**src/rtl/nabp_image_reader_pkg.sv**
```systemverilog
// ============================================================================
// nabp_image_reader_pkg : shared types and derived constants for the image
//                         RAM read/write addressers.   Rev 1.0
// ============================================================================
`default_nettype none

package nabp_image_reader_pkg;

  localparam int IMAGE_SIZE_DEF       = 120;
  localparam int PARTITION_SIZE_DEF   = 16;
  localparam int NO_OF_PARTITIONS_DEF = 8;

  typedef enum logic [1:0] {
    RD_READY  = 2'd0,
    RD_X_SCAN = 2'd1,
    RD_Y_SCAN = 2'd2,
    RD_DRAIN  = 2'd3
  } reader_state_e;

  typedef enum logic {
    SCAN_X = 1'b0,
    SCAN_Y = 1'b1
  } scan_mode_e;

  function automatic int cnt_width(input int n);
    return (n > 1) ? $clog2(n) : 1;
  endfunction

  localparam int LAST_PARTITION_LINES =
    IMAGE_SIZE_DEF - (NO_OF_PARTITIONS_DEF - 1) * PARTITION_SIZE_DEF;
  localparam int BEATS_PER_PASS =
    2 * NO_OF_PARTITIONS_DEF * PARTITION_SIZE_DEF * IMAGE_SIZE_DEF;
  localparam int PART_CNT_WIDTH = cnt_width(NO_OF_PARTITIONS_DEF);
  localparam int LINE_CNT_WIDTH = cnt_width(PARTITION_SIZE_DEF);
  localparam int SCAN_CNT_WIDTH = cnt_width(IMAGE_SIZE_DEF);

endpackage

`default_nettype wire

```
**src/rtl/nabp_image_reader_if.sv**
```systemverilog
// ============================================================================
// nabp_image_reader_if : host kick, image RAM read port and PE chain head.
// Optional hs_first_pass under NABP_IMAGE_READER_FIRST_PASS_CLEAR_EN. Rev 1.0
// ============================================================================
`default_nettype none

interface nabp_image_reader_if #(
  parameter int DATA_WIDTH = 16,
  parameter int ADDR_WIDTH = 14
);

  logic                  hs_kick;
`ifdef NABP_IMAGE_READER_FIRST_PASS_CLEAR_EN
  logic                  hs_first_pass;
`endif
  logic                  pe_ready;
  logic                  ir_rd_en;
  logic [ADDR_WIDTH-1:0] ir_rd_addr;
  logic [DATA_WIDTH-1:0] ir_rd_data;
  logic                  pe_valid;
  logic                  pe_pixel_valid;
  logic                  pe_scan_mode;
  logic [DATA_WIDTH-1:0] pe_data;
  logic                  pe_done;
  logic                  busy;

`ifdef NABP_IMAGE_READER_FIRST_PASS_CLEAR_EN
  modport master (
    input  hs_kick, hs_first_pass, pe_ready, ir_rd_data,
    output ir_rd_en, ir_rd_addr, pe_valid, pe_pixel_valid, pe_scan_mode,
           pe_data, pe_done, busy
  );
  modport slave (
    output hs_kick, hs_first_pass, pe_ready, ir_rd_data,
    input  ir_rd_en, ir_rd_addr, pe_valid, pe_pixel_valid, pe_scan_mode,
           pe_data, pe_done, busy
  );
`else
  modport master (
    input  hs_kick, pe_ready, ir_rd_data,
    output ir_rd_en, ir_rd_addr, pe_valid, pe_pixel_valid, pe_scan_mode,
           pe_data, pe_done, busy
  );
  modport slave (
    output hs_kick, pe_ready, ir_rd_data,
    input  ir_rd_en, ir_rd_addr, pe_valid, pe_pixel_valid, pe_scan_mode,
           pe_data, pe_done, busy
  );
`endif

endinterface

`default_nettype wire

```
**src/rtl/nabp_partition_scan_counter.sv**
```systemverilog
// ============================================================================
// nabp_partition_scan_counter : partition/line/scan counter nest with wrap
//                               flags, shared by read and write addressers.
//                               Rev 1.0
// ============================================================================
`default_nettype none

module nabp_partition_scan_counter
  import nabp_image_reader_pkg::*;
#(
  parameter int IMAGE_SIZE       = IMAGE_SIZE_DEF,
  parameter int PARTITION_SIZE   = PARTITION_SIZE_DEF,
  parameter int NO_OF_PARTITIONS = NO_OF_PARTITIONS_DEF
) (
  input  logic                                     clk,
  input  logic                                     reset_n,
  input  logic                                     clear,
  input  logic                                     advance,
  input  logic                                     part_step,
  output logic [cnt_width(NO_OF_PARTITIONS)-1:0]   part,
  output logic [cnt_width(PARTITION_SIZE)-1:0]     line,
  output logic [cnt_width(IMAGE_SIZE)-1:0]         scan,
  output logic                                     scan_wrap,
  output logic                                     line_wrap,
  output logic                                     part_last
);

  localparam int PW = cnt_width(NO_OF_PARTITIONS);
  localparam int LW = cnt_width(PARTITION_SIZE);
  localparam int SW = cnt_width(IMAGE_SIZE);

  assign scan_wrap = (scan == SW'(IMAGE_SIZE - 1));
  assign line_wrap = (line == LW'(PARTITION_SIZE - 1));
  assign part_last = (part == PW'(NO_OF_PARTITIONS - 1));

  // part only advances when the caller says so: the x and y scans of one
  // partition share the same p.
  always_ff @(posedge clk) begin
    if (!reset_n || clear) begin
      part <= '0;
      line <= '0;
      scan <= '0;
    end else if (advance) begin
      scan <= scan_wrap ? '0 : scan + SW'(1);
      if (scan_wrap) begin
        line <= line_wrap ? '0 : line + LW'(1);
        if (line_wrap && part_step) begin
          part <= part_last ? '0 : part + PW'(1);
        end
      end
    end
  end

endmodule

`default_nettype wire

```
**src/rtl/nabp_image_reader.sv**
```systemverilog
// ============================================================================
// nabp_image_reader : image RAM read addresser and PE-chain data streamer.
// Optional RAM-clear pass under NABP_IMAGE_READER_FIRST_PASS_CLEAR_EN. Rev 1.0
// ============================================================================
`default_nettype none

module nabp_image_reader
  import nabp_image_reader_pkg::*;
#(
  parameter int IMAGE_SIZE       = IMAGE_SIZE_DEF,
  parameter int PARTITION_SIZE   = PARTITION_SIZE_DEF,
  parameter int NO_OF_PARTITIONS = NO_OF_PARTITIONS_DEF,
  parameter int DATA_WIDTH       = 16,
  parameter int ADDR_WIDTH       = $clog2(IMAGE_SIZE * IMAGE_SIZE)
) (
  input  logic                 clk,
  input  logic                 reset_n,
  nabp_image_reader_if.master  bus
);

  localparam logic [1:0] ST_READY  = RD_READY;
  localparam logic [1:0] ST_X_SCAN = RD_X_SCAN;
  localparam logic [1:0] ST_Y_SCAN = RD_Y_SCAN;
  localparam logic [1:0] ST_DRAIN  = RD_DRAIN;

  localparam int PW = cnt_width(NO_OF_PARTITIONS);
  localparam int LW = cnt_width(PARTITION_SIZE);
  localparam int SW = cnt_width(IMAGE_SIZE);
  localparam int RW = cnt_width(NO_OF_PARTITIONS * PARTITION_SIZE) + 1;
  localparam int AW = ADDR_WIDTH;

  logic [1:0]            state;
  logic [AW-1:0]         addr;
  logic [AW-1:0]         x_base;
  logic [AW-1:0]         last_rd_addr;
  logic [RW-1:0]         part_base;
  logic [RW-1:0]         row;
  logic [PW-1:0]         part;
  logic [LW-1:0]         line;
  logic [SW-1:0]         scan;
  logic                  scan_wrap;
  logic                  line_wrap;
  logic                  part_last;
  logic                  line_end;
  logic                  pass_end;
  logic                  kick;
  logic                  issue;
  logic                  in_range;
  logic                  rd_en;
  logic                  first_pass;
  scan_mode_e            cur_mode;
  logic                  beat_valid;
  logic                  beat_pixel;
  scan_mode_e            beat_mode;
  logic                  beat_done;
  logic [DATA_WIDTH-1:0] beat_data;
  logic                  unused_cnt;

  nabp_partition_scan_counter #(
    .IMAGE_SIZE       (IMAGE_SIZE),
    .PARTITION_SIZE   (PARTITION_SIZE),
    .NO_OF_PARTITIONS (NO_OF_PARTITIONS)
  ) u_counter (
    .clk       (clk),
    .reset_n   (reset_n),
    .clear     (kick),
    .advance   (issue),
    .part_step (state == ST_Y_SCAN),
    .part      (part),
    .line      (line),
    .scan      (scan),
    .scan_wrap (scan_wrap),
    .line_wrap (line_wrap),
    .part_last (part_last)
  );

  // Addresses are tracked incrementally; p and s are only needed as wrap flags.
  assign unused_cnt = ^{part, scan};

  assign kick     = (state == ST_READY) && bus.hs_kick;
  assign issue    = ((state == ST_X_SCAN) || (state == ST_Y_SCAN)) && bus.pe_ready;
  assign cur_mode = (state == ST_Y_SCAN) ? SCAN_Y : SCAN_X;
  assign row      = part_base + RW'(line);
  assign in_range = (row < RW'(IMAGE_SIZE));
  assign line_end = scan_wrap && line_wrap;
  assign pass_end = line_end && part_last && (state == ST_Y_SCAN);
  assign rd_en    = issue && in_range && !first_pass;

`ifdef NABP_IMAGE_READER_FIRST_PASS_CLEAR_EN
  always_ff @(posedge clk) begin
    if (!reset_n) begin
      first_pass <= 1'b0;
    end else if (kick) begin
      first_pass <= bus.hs_first_pass;
    end
  end
`else
  assign first_pass = 1'b0;
`endif

  always_ff @(posedge clk) begin
    if (!reset_n) begin
      state        <= ST_READY;
      addr         <= '0;
      x_base       <= '0;
      part_base    <= '0;
      last_rd_addr <= '0;
      beat_valid   <= 1'b0;
      beat_pixel   <= 1'b0;
      beat_mode    <= SCAN_X;
      beat_done    <= 1'b0;
    end else begin
      beat_valid <= issue;
      beat_pixel <= issue && in_range;
      beat_mode  <= issue ? cur_mode : SCAN_X;
      beat_done  <= issue && pass_end;
      if (rd_en) begin
        last_rd_addr <= addr;
      end
      if (kick) begin
        state     <= ST_X_SCAN;
        addr      <= '0;
        x_base    <= '0;
        part_base <= '0;
      end else if (issue) begin
        if (state == ST_X_SCAN) begin
          // X row end rolls straight into the next row start, so +1 suffices.
          if (line_end) begin
            state <= ST_Y_SCAN;
            addr  <= AW'(part_base);
          end else begin
            addr <= addr + AW'(1);
          end
        end else if (line_end) begin
          if (part_last) begin
            state <= ST_DRAIN;
          end else begin
            state     <= ST_X_SCAN;
            x_base    <= x_base + AW'(PARTITION_SIZE * IMAGE_SIZE);
            addr      <= x_base + AW'(PARTITION_SIZE * IMAGE_SIZE);
            part_base <= part_base + RW'(PARTITION_SIZE);
          end
        end else if (scan_wrap) begin
          addr <= AW'(row + RW'(1));
        end else begin
          addr <= addr + AW'(IMAGE_SIZE);
        end
      end else if (state == ST_DRAIN) begin
        state <= ST_READY;
      end
    end
  end

  assign beat_data = (beat_pixel && !first_pass) ? bus.ir_rd_data : '0;

  assign bus.ir_rd_en       = rd_en;
  assign bus.ir_rd_addr     = rd_en ? addr : last_rd_addr;
  assign bus.pe_valid       = beat_valid;
  assign bus.pe_pixel_valid = beat_pixel;
  assign bus.pe_scan_mode   = beat_mode;
  assign bus.pe_data        = beat_data;
  assign bus.pe_done        = beat_done;
  assign bus.busy           = (state != ST_READY);

endmodule

`default_nettype wire

```
**src/flat_wrapper.sv**
```systemverilog
// flat-port wrapper written by rule: the top's interface ports become plain ports
module nabp_image_reader_flat import nabp_image_reader_pkg::*;
#(
  parameter int IMAGE_SIZE       = IMAGE_SIZE_DEF,
  parameter int PARTITION_SIZE   = PARTITION_SIZE_DEF,
  parameter int NO_OF_PARTITIONS = NO_OF_PARTITIONS_DEF,
  parameter int DATA_WIDTH       = 16,
  parameter int ADDR_WIDTH       = $clog2(IMAGE_SIZE * IMAGE_SIZE)
)
  (clk, reset_n, bus_hs_kick, bus_pe_ready, bus_ir_rd_data, bus_ir_rd_en, bus_ir_rd_addr, bus_pe_valid, bus_pe_pixel_valid, bus_pe_scan_mode, bus_pe_data, bus_pe_done, bus_busy);
  nabp_image_reader_if #(.DATA_WIDTH(DATA_WIDTH), .ADDR_WIDTH(ADDR_WIDTH)) bus_i ();
  input  logic clk;
  input  logic reset_n;
  input wire logic [$bits(bus_i.hs_kick)-1:0] bus_hs_kick;
  input wire logic [$bits(bus_i.pe_ready)-1:0] bus_pe_ready;
  input wire logic [$bits(bus_i.ir_rd_data)-1:0] bus_ir_rd_data;
  output wire logic [$bits(bus_i.ir_rd_en)-1:0] bus_ir_rd_en;
  output wire logic [$bits(bus_i.ir_rd_addr)-1:0] bus_ir_rd_addr;
  output wire logic [$bits(bus_i.pe_valid)-1:0] bus_pe_valid;
  output wire logic [$bits(bus_i.pe_pixel_valid)-1:0] bus_pe_pixel_valid;
  output wire logic [$bits(bus_i.pe_scan_mode)-1:0] bus_pe_scan_mode;
  output wire logic [$bits(bus_i.pe_data)-1:0] bus_pe_data;
  output wire logic [$bits(bus_i.pe_done)-1:0] bus_pe_done;
  output wire logic [$bits(bus_i.busy)-1:0] bus_busy;
  assign bus_i.hs_kick = bus_hs_kick;
  assign bus_i.pe_ready = bus_pe_ready;
  assign bus_i.ir_rd_data = bus_ir_rd_data;
  assign bus_ir_rd_en = bus_i.ir_rd_en;
  assign bus_ir_rd_addr = bus_i.ir_rd_addr;
  assign bus_pe_valid = bus_i.pe_valid;
  assign bus_pe_pixel_valid = bus_i.pe_pixel_valid;
  assign bus_pe_scan_mode = bus_i.pe_scan_mode;
  assign bus_pe_data = bus_i.pe_data;
  assign bus_pe_done = bus_i.pe_done;
  assign bus_busy = bus_i.busy;
  nabp_image_reader #(.IMAGE_SIZE(IMAGE_SIZE), .PARTITION_SIZE(PARTITION_SIZE), .NO_OF_PARTITIONS(NO_OF_PARTITIONS), .DATA_WIDTH(DATA_WIDTH), .ADDR_WIDTH(ADDR_WIDTH)) u_core (.clk(clk), .reset_n(reset_n), .bus(bus_i));
endmodule
```
**config.mk**
```make
export PLATFORM = sky130hd
export DESIGN_NAME = nabp_image_reader_flat
export DESIGN_NICKNAME = d
export VERILOG_FILES = /design/src/rtl/nabp_image_reader_pkg.sv /design/src/rtl/nabp_image_reader_if.sv /design/src/rtl/nabp_partition_scan_counter.sv /design/src/rtl/nabp_image_reader.sv /design/src/flat_wrapper.sv
export SDC_FILE = /design/constraint.sdc
export NUM_CORES = 1
export LEC_CHECK = 0
export CELL_PAD_IN_SITES_DETAIL_PLACEMENT = 1
export CELL_PAD_IN_SITES_GLOBAL_PLACEMENT = 1
export CORE_MARGIN = 3
export CORE_UTILIZATION = 38
export DETAILED_ROUTE_END_ITERATION = 10
export PLACE_DENSITY = 0.78
export SLEW_MARGIN = 20
export SYNTH_ARGS = -nofsm -noshare
export SYNTH_HDL_FRONTEND = slang
export SYNTH_SLANG_ARGS = --single-unit
```
**constraint.sdc**
```tcl
create_clock -name clk -period 2.8 [get_ports clk]
set_input_delay 0.28 -clock clk [delete_from_list [all_inputs] [get_ports clk]]
set_output_delay 0.28 -clock clk [all_outputs]
set_load 0.05 [all_outputs]
```
==> results list, run 1 <==
- Outcome: finished clean
- CTS built an H-tree with a depth of 3.
- STA classifies the critical path endpoint as a primary output.
- Number of detailed-route iterations in the first pass: 4
- The via count of the first global-routing pass is 3,272.
- The count of final hold-check violations was 0.
- Of the total synthesized cell area, the portion taken by full adders, half adders and majority gates is 0.04658.
- In this run, the number of DRC markers left after iteration 0 of detailed routing was 184.
- Setup violations remaining at the end of the flow were counted as 0.
- Setup repair after global routing left no endpoint under its margin.
* Overflow left after global routing: 0
- Global-route wire length before repair: 16,240 um
- For this configuration, the core starts out at a cell density of 0.3966.
- The region available for standard cell placement spans 8806 um2.
* Fin crit share: 0.9335
- CTS tree: yes
* Fraction of layout cells with a size suffix above 1: 0.1596
- In this run, synthesis inferred 0 flip-flops with an integrated enable.
- Along the worst path, the maximum fanout reaches 20.
- When the netlist entered floorplanning its net count stood at 444.
- # Max-Cap Violations: 0
- Drt wl/cell: 17.37 um
- Total number of vias: 3,281
- 0 antenna diodes ended up in the layout.
- Setup TNS: 0 ps
- Yosys synthesis warning count: 0
- Num rows: 34
* Transition time at the pin with the least slew margin: 733.3 ps
- Clock latency on the worst-skew pair, taken at its later pin, is 350 ps.
- CTS Root Cell: clkbuf_8
* Post-synthesis instance area: 3492 um2
- Final routed DRC violation total: 0
* Number of hold buffers added after cts: 0
- After routing the design area is 4383 um2.
* Clock input transition at the sequential cells of the worst setup and hold paths: 60 ps
- Area enclosed by the die boundary: 10,380 um2
* Sequential share of the synthesized area: 0.3382
- The library cells used most frequently in the layout, excluding fill and tap cells, are 59 x dfxtp_1, 41 x nor2_1, 40 x clkdlybuf4s50_1.
- Of the total synthesized cell area, the portion taken by AND, OR, NAND and NOR gates is 0.2716.
- Dominant cells by area after synthesis: dfxtp_1 34%, and2_1 6.4%, ha_1 4.7%, xnor2_1 4.5%, nor2_1 4.4%
* Max Clock Freq: 0.3826 GHz
- Die Wd: 101.9 um
- From synthesis to final layout, the design area changed by 25.51%.
* Area of placed instances: 4145 um2
- STA puts the critical path data arrival time at 2330 ps.
- Entering global routing, the biggest net connects 29 pins.
- Power per standard cell area: 424.4 nW/um2
* Buffers & Inverters on Critical Path: 2
- Across the routed clock network, the largest skew measured is 17.93 ps.
- Average via count per standard cell: 5.676
- Final hold analysis gives a worst-case slack of 488.0 ps.
- Final Wtd Congestion: 0.8316
* Critical Setup Path Class: flop to primary output
- For this run, the total global-route usage over all layers was measured as 0.1978.
* Area share of xor/xnor cells in the synthesized design: 0.07023
- Total of flip-flops plus latches after synthesis: 59
- Summed over all cells, the static leakage comes to 1.639 nW.
- Most common library cell in the layout ignoring fill and taps: dfxtp_1
- Clk sinks: 59
* Startpoint kind of the worst setup timing path: flop
- Measured on the finished design, the core utilization comes to 0.4977.
- Total count of max-transition violations in the final report: 0
- Min Clock Period, post-route: 2614 ps
* Buffers added on ports: 55
* Relative slew slack: 0.5096
* Number of nets in the layout: 498
- Inst Count DP: 558
- The cell count after synthesis came out at 411.
- Clock tree buffer depth: 2
- STA puts the critical path data required time at 2520 ps.
- Max VDD drop: 0.0002413 V
* Post-Layout Cell Count: 578
- The signal on the critical path passes through inv_1 -> ha_1 -> nand2_1 -> a311o_2 -> o21ai_0 -> buf_12.
* Number of antenna violations at the first check in global routing: 0
- Detailed Route WL: 10,040 um
- Number of buffers created by CTS: 9
- Mux share of post-synthesis cell area: 0.04085
* Largest family of logic cells by synthesized area: simple AND/OR/NAND/NOR gates
- Measured along the y axis, the die boundary spans 101.9 um.
- The worst hold path belongs to the class flop to flop.
- Maximum single-stage delay on the critical path: 530 ps
- IO Count: 56
- HPWL reported at the end of detailed placement: 7268 um
- Average cell area after synthesis: 8.497 um2
- For this design, the slowest cell found on the critical path is a311o_2.
- Of all flip-flops after synthesis, the portion carrying an async set or reset was 0.
* Antenna-violating nets left: 0
* Share of the synthesized area in the top cell type: 0.3382
- Unique cell type count in the Yosys netlist: 63
- The most used flip-flop cell after synthesis is dfxtp_1.
- Kind of cell with the highest combined delay on the critical path: compound AO/OA/AOI/OAI gates
* Area leader, netlist: dfxtp_1
- Compound-gate portion of the synthesized area: 0.1856
==> state kept, by name, indices dropped and copies added, names as in the netlist <==
signal	count
u_core.addr	14
u_core.bus.pe_done	1
u_core.bus.pe_pixel_valid	1
u_core.bus.pe_scan_mode	1
u_core.bus.pe_valid	1
u_core.last_rd_addr	14
u_core.part_base	4
u_core.state	2
u_core.u_counter.line	4
u_core.u_counter.part	3
u_core.u_counter.scan	7
u_core.x_base	7
==> cell type report <==
type | count | area, um2
fillers | 1043 | 4423
flip-flops and latches | 59 | 1181
inverters | 13 | 48.80
multi-input cells | 317 | 2148
well taps | 108 | 135.1
clock inverters | 5 | 52.55
clock buffers | 11 | 141.4
repair buffers | 65 | 675.6
==> cells by family (layout without fill, tap and decap cells) <==
| group | Yosys count | in the layout |
|---|---|---|
| compound gates | 91 | 91 |
| xor+xnor | 28 | 28 |
| fa+ha+maj | 13 | 13 |
| buf+inv | 35 | 94 |
| flops | 59 | 59 |
| mux | 13 | 13 |
| simple gates | 172 | 172 |
==> stage by stage <==
stage                     setup WS [ps]  total power, mW
final                             186.1            1.860
after global routing              4.102            1.938
after CTS                         134.4            1.882
after detailed placement          206.8            1.108
after global placement            289.6            1.103
after floorplan                   38.26            1.019
==> worst min-delay path: cells and delay by family (launching register included) <==
kind / cells / cell delay [ps]
compound gates: 1 / 60
simple gates: 1 / 60
flops: 1 / 330
==> metal layers <==
layer | vias to the layer above | track usage | part of all wire
met3 | 16 | 0.04232 | 0.068
li1 | 1573 | - | -
met2 | 111 | 0.3380 | 0.49
met5 | - | 0 | 0
met4 | 0 | 0.07871 | 0.015
met1 | 1581 | 0.2433 | 0.43
==> power by group <==
part / switching (mW) / internal [mW] / total [mW]
Combinational: 0.139 / 0.0890 / 0.228
Sequential: 0.0142 / 0.848 / 0.862
Clock: 0.339 / 0.431 / 0.770
Total: 0.493 / 1.37 / 1.86
==> cell usage after synthesis (all sizes together) (2+ instances only) <==
cell type	n
a211oi	6
and2	36
nor3	10
o221a	3
clkbuf	11
or3	8
o221ai	2
o32ai	2
nor4	6
and3	5
ha	13
nand2	36
nand4	5
buf	11
a311oi	2
mux2i	3
inv	13
a32oi	2
xnor2	18
a31o	5
a31oi	7
o2111ai	2
nand3	16
mux2	10
nor2	41
o31ai	3
a21oi	21
nor3b	2
a21o	2
o22ai	2
xor2	10
dfxtp	59
o21ai	23
==> what timing repair did <==
action / in CTS / in global routing
pin swaps: 0 / 1
resized for setup: 1 / 0
setup endpoints to repair: 14 / 1
buffers inserted: 0 / 4
==> path summary, 6_finish.rpt <==
check / from / cells past startpoint / slack, ps / to
min: u_core.u_counter.part[0]$_SDFFE_PP0P_ / 2 / 490 / u_core.u_counter.part[0]$_SDFFE_PP0P_
min reg2reg: u_core.u_counter.part[0]$_SDFFE_PP0P_ / 2 / 490 / u_core.u_counter.part[0]$_SDFFE_PP0P_
max reg2reg: u_core.u_counter.line[0]$_SDFFE_PP0P_ / 8 / 360 / u_core.x_base[8]$_SDFFE_PP0P_
max: u_core.state[0]$_SDFFE_PN0P_ / 6 / 190 / bus_ir_rd_addr[7]
No activity file was read; power rests on OpenSTA's default activity.
==> run 2: changes to the inputs <==
- CTS_BUF_LIST: default -> sky130_fd_sc_hd__clkbuf_2
==> results list, run 2 (synthesized netlist as in run 1, its figures left out) <==
- The library cells used most frequently in the layout, excluding fill and tap cells, are 57 x dfxtp_1, 41 x nor2_1, 40 x clkdlybuf4s50_1.
* Vias in the first global route: 3,240
- The core region is 8806 um2.
- Worst min-delay path class: input port to flop
- STA puts the critical path data arrival time at 2370 ps.
* Maximum single-stage delay on the critical path: 470 ps
- Die Ht: 101.9 um
- The critical path goes through inv_1 -> ha_1 -> nand2_2 -> a311o_2 -> mux2_2 -> buf_4.
* Global-route wire length before repair: 16,230 um
* Number of detailed-route iterations in the first pass: 5
* Clock tree buffer depth: 2
- Relative slew slack: 0.4892
- CP required: 2520 ps
- Maximum number of pins on one net before global-route repair: 29
- Critical Setup Path Class: flop to primary output
- The initial utilization of the core area, before any placement, comes to 0.3966.
* Clk sinks: 59
- Beginning of the worst register-to-register path: u_core.u_counter.line[0]$_SDFFE_PP0P_
- Slowest library cell on the worst path: a311o_2
- Wires add up to 10,420 um.
* Number of nets in the layout: 499
- For hold timing, the worst endpoint is u_core.bus.pe_valid$_SDFF_PN0_.
- In this run the static leakage power is 1.611 nW.
- Num rows: 34
- The clock tree synthesis step divided the H-tree into 3 levels.
* Setup TNS: 0 ps
- Startpoint kind of the worst setup timing path: flop
* Overflow left after global routing: 0
* Antenna diode instance count: 0
- Hold Crit Start: bus_pe_ready
* Overall track demand over capacity in global routing: 0.1968
- Max VDD drop: 0.0001831 V
- Post-Layout Cell Count: 579
- Setup violations remaining at the end of the flow were counted as 0.
* Fillers: 1,048
* Die Wd: 101.9 um
- The initial antenna violation count was 0.
- Depth of the worst register-to-register path: 5
- Final Wtd Congestion: 0.8316
* Highest net fanout along the worst path: 5
- CTS tree: yes
- In the final layout, the share of cells above drive strength 1 is 0.1720.
- Measured on the finished design, the core utilization comes to 0.4909.
- In this run the count of I/O pins placed on the die edge is 56.
* Area growth from synthesis to layout: 23.79%
- The endpoint identified for the worst register-to-register timing path is u_core.addr[12]$_SDFFE_PP0P_.
- For the finished layout, the period the worst path requires is 2647 ps.
- Across the whole layout, storage elements account for 1184 um2.
- In the routed layout, each cell is associated on average with a via count of 5.763.
- Leaving out fill and tap cells, the most frequent cell in the layout is dfxtp_1.
- After clock tree synthesis, the clock-pin slew on the worst setup and hold paths is 170 ps.
- Area of the multi-input gates: 2181 um2
- Across all register-to-register paths, the minimum setup slack is 380 ps.
- The die covers 10,380 um2.
* Antenna-violating nets left: 0
- CTS Root Cell: clkbuf_2
* Hold_ws: 458.0 ps
- After detailed routing, the average wire length per cell comes to 17.99 um.
* WHS Path Cells: 2
* First-iteration detailed-routing DRC count: 175
* Total count of max-transition violations in the final report: 0
* Buffers added on ports: 55
* Final routed DRC violation total: 0
- STA classifies the critical path endpoint as a primary output.
* Number of buffers created by CTS: 9
- # Max-Cap Violations: 0
- Across the routed clock network, the largest skew measured is 46.98 ps.
- Timing would allow up to 0.3777 GHz.
- Regs by FF count: u_core.addr (14), u_core.last_rd_addr (14)
* HPWL reported at the end of detailed placement: 7268 um
* RSZ-0062 raised after global routing: no
- Power per standard cell area: 376.8 nW/um2
* Outcome: finished clean
* Transition time at the pin with the least slew margin: 763.7 ps
- After detailed placement, the design holds a cell count of 558.
- The detailed router placed 3,337 vias in this run.
- Fin crit share: 0.9455
- Final Hold Fails: 0
- At the later pin of the worst-skew pair, clock insertion delay measures 520 ps.
[run 2: what timing repair did]
item,CTS,global route
gates cloned,0,2
endpoints found under the setup margin,15,15
hold buffers,0,0
endpoints found under the hold margin,0,0
resized for setup,2,11
pin swaps,1,2
setup buffers,0,3
[run 2: how the worst max path moves through the flow]
stage | start | end | slack, ps | cells past startpoint
after floorplan | u_core.state[0]$_SDFFE_PN0P_ | u_core.last_rd_addr[11]$_SDFF_PN0_ | 40 | 7
after global placement | u_core.u_counter.line[0]$_SDFFE_PP0P_ | u_core.part_base[6]$_SDFFE_PP0P_ | 290 | 6
after detailed placement | u_core.u_counter.line[0]$_SDFFE_PP0P_ | u_core.part_base[6]$_SDFFE_PP0P_ | 210 | 6
after CTS | u_core.state[0]$_SDFFE_PN0P_ | bus_ir_rd_addr[3] | -30 | 6
after global routing | u_core.state[0]$_SDFFE_PN0P_ | bus_ir_rd_addr[5] | 10 | 6
final | u_core.state[0]$_SDFFE_PN0P_ | bus_ir_rd_addr[9] | 150 | 6
[run 2: power breakdown]
part / switching (mW) / total [mW] / leakage, nW / internal (mW)
Combinational: 0.143 / 0.234 / 1.06 / 0.0910
Sequential: 0.0139 / 0.864 / 0.477 / 0.850
Clock: 0.329 / 0.532 / 0.0691 / 0.202
[run 2: critical path, delay by kind of cell (launching register included)]
family,cells,cell delay [ps]
AOI/OAI and AO/OA,1,470
adders and majority gates,1,320
buffers and inverters,2,260
DFF,1,390
muxes,1,320
and+or+nand+nor,1,110
[run 2: final cells by class]
cell class                 count  area share
clock buffer                  10     0.01158
timing repair buffer          64      0.1546
inverter                      13     0.01129
sequential                    59      0.2738
tap                          108     0.03126
multi-input combinational    319      0.5045
clock inverter                 6     0.01302
[run 2: per-stage QoR]
| step | cell area, um2 | total power [mW] | worst slack (ps) |
|---|---|---|---|
| CTS | 4253 | 1.640 | -25.11 |
| detailed placement | 4145 | 1.108 | 206.8 |
| floorplan | 3492 | 1.019 | 38.26 |
| global route | 4323 | 1.701 | 12.02 |
| global placement | 4145 | 1.103 | 289.6 |
| finish | 4323 | 1.629 | 152.5 |
[run 2: routing by layer]
layer,global-route usage,part of all wire,routed length [um]
met5,0,0,0
met4,0.08073,0.013,139
met3,0.03208,0.065,673
met2,0.3370,0.49,5095
met1,0.2466,0.43,4506
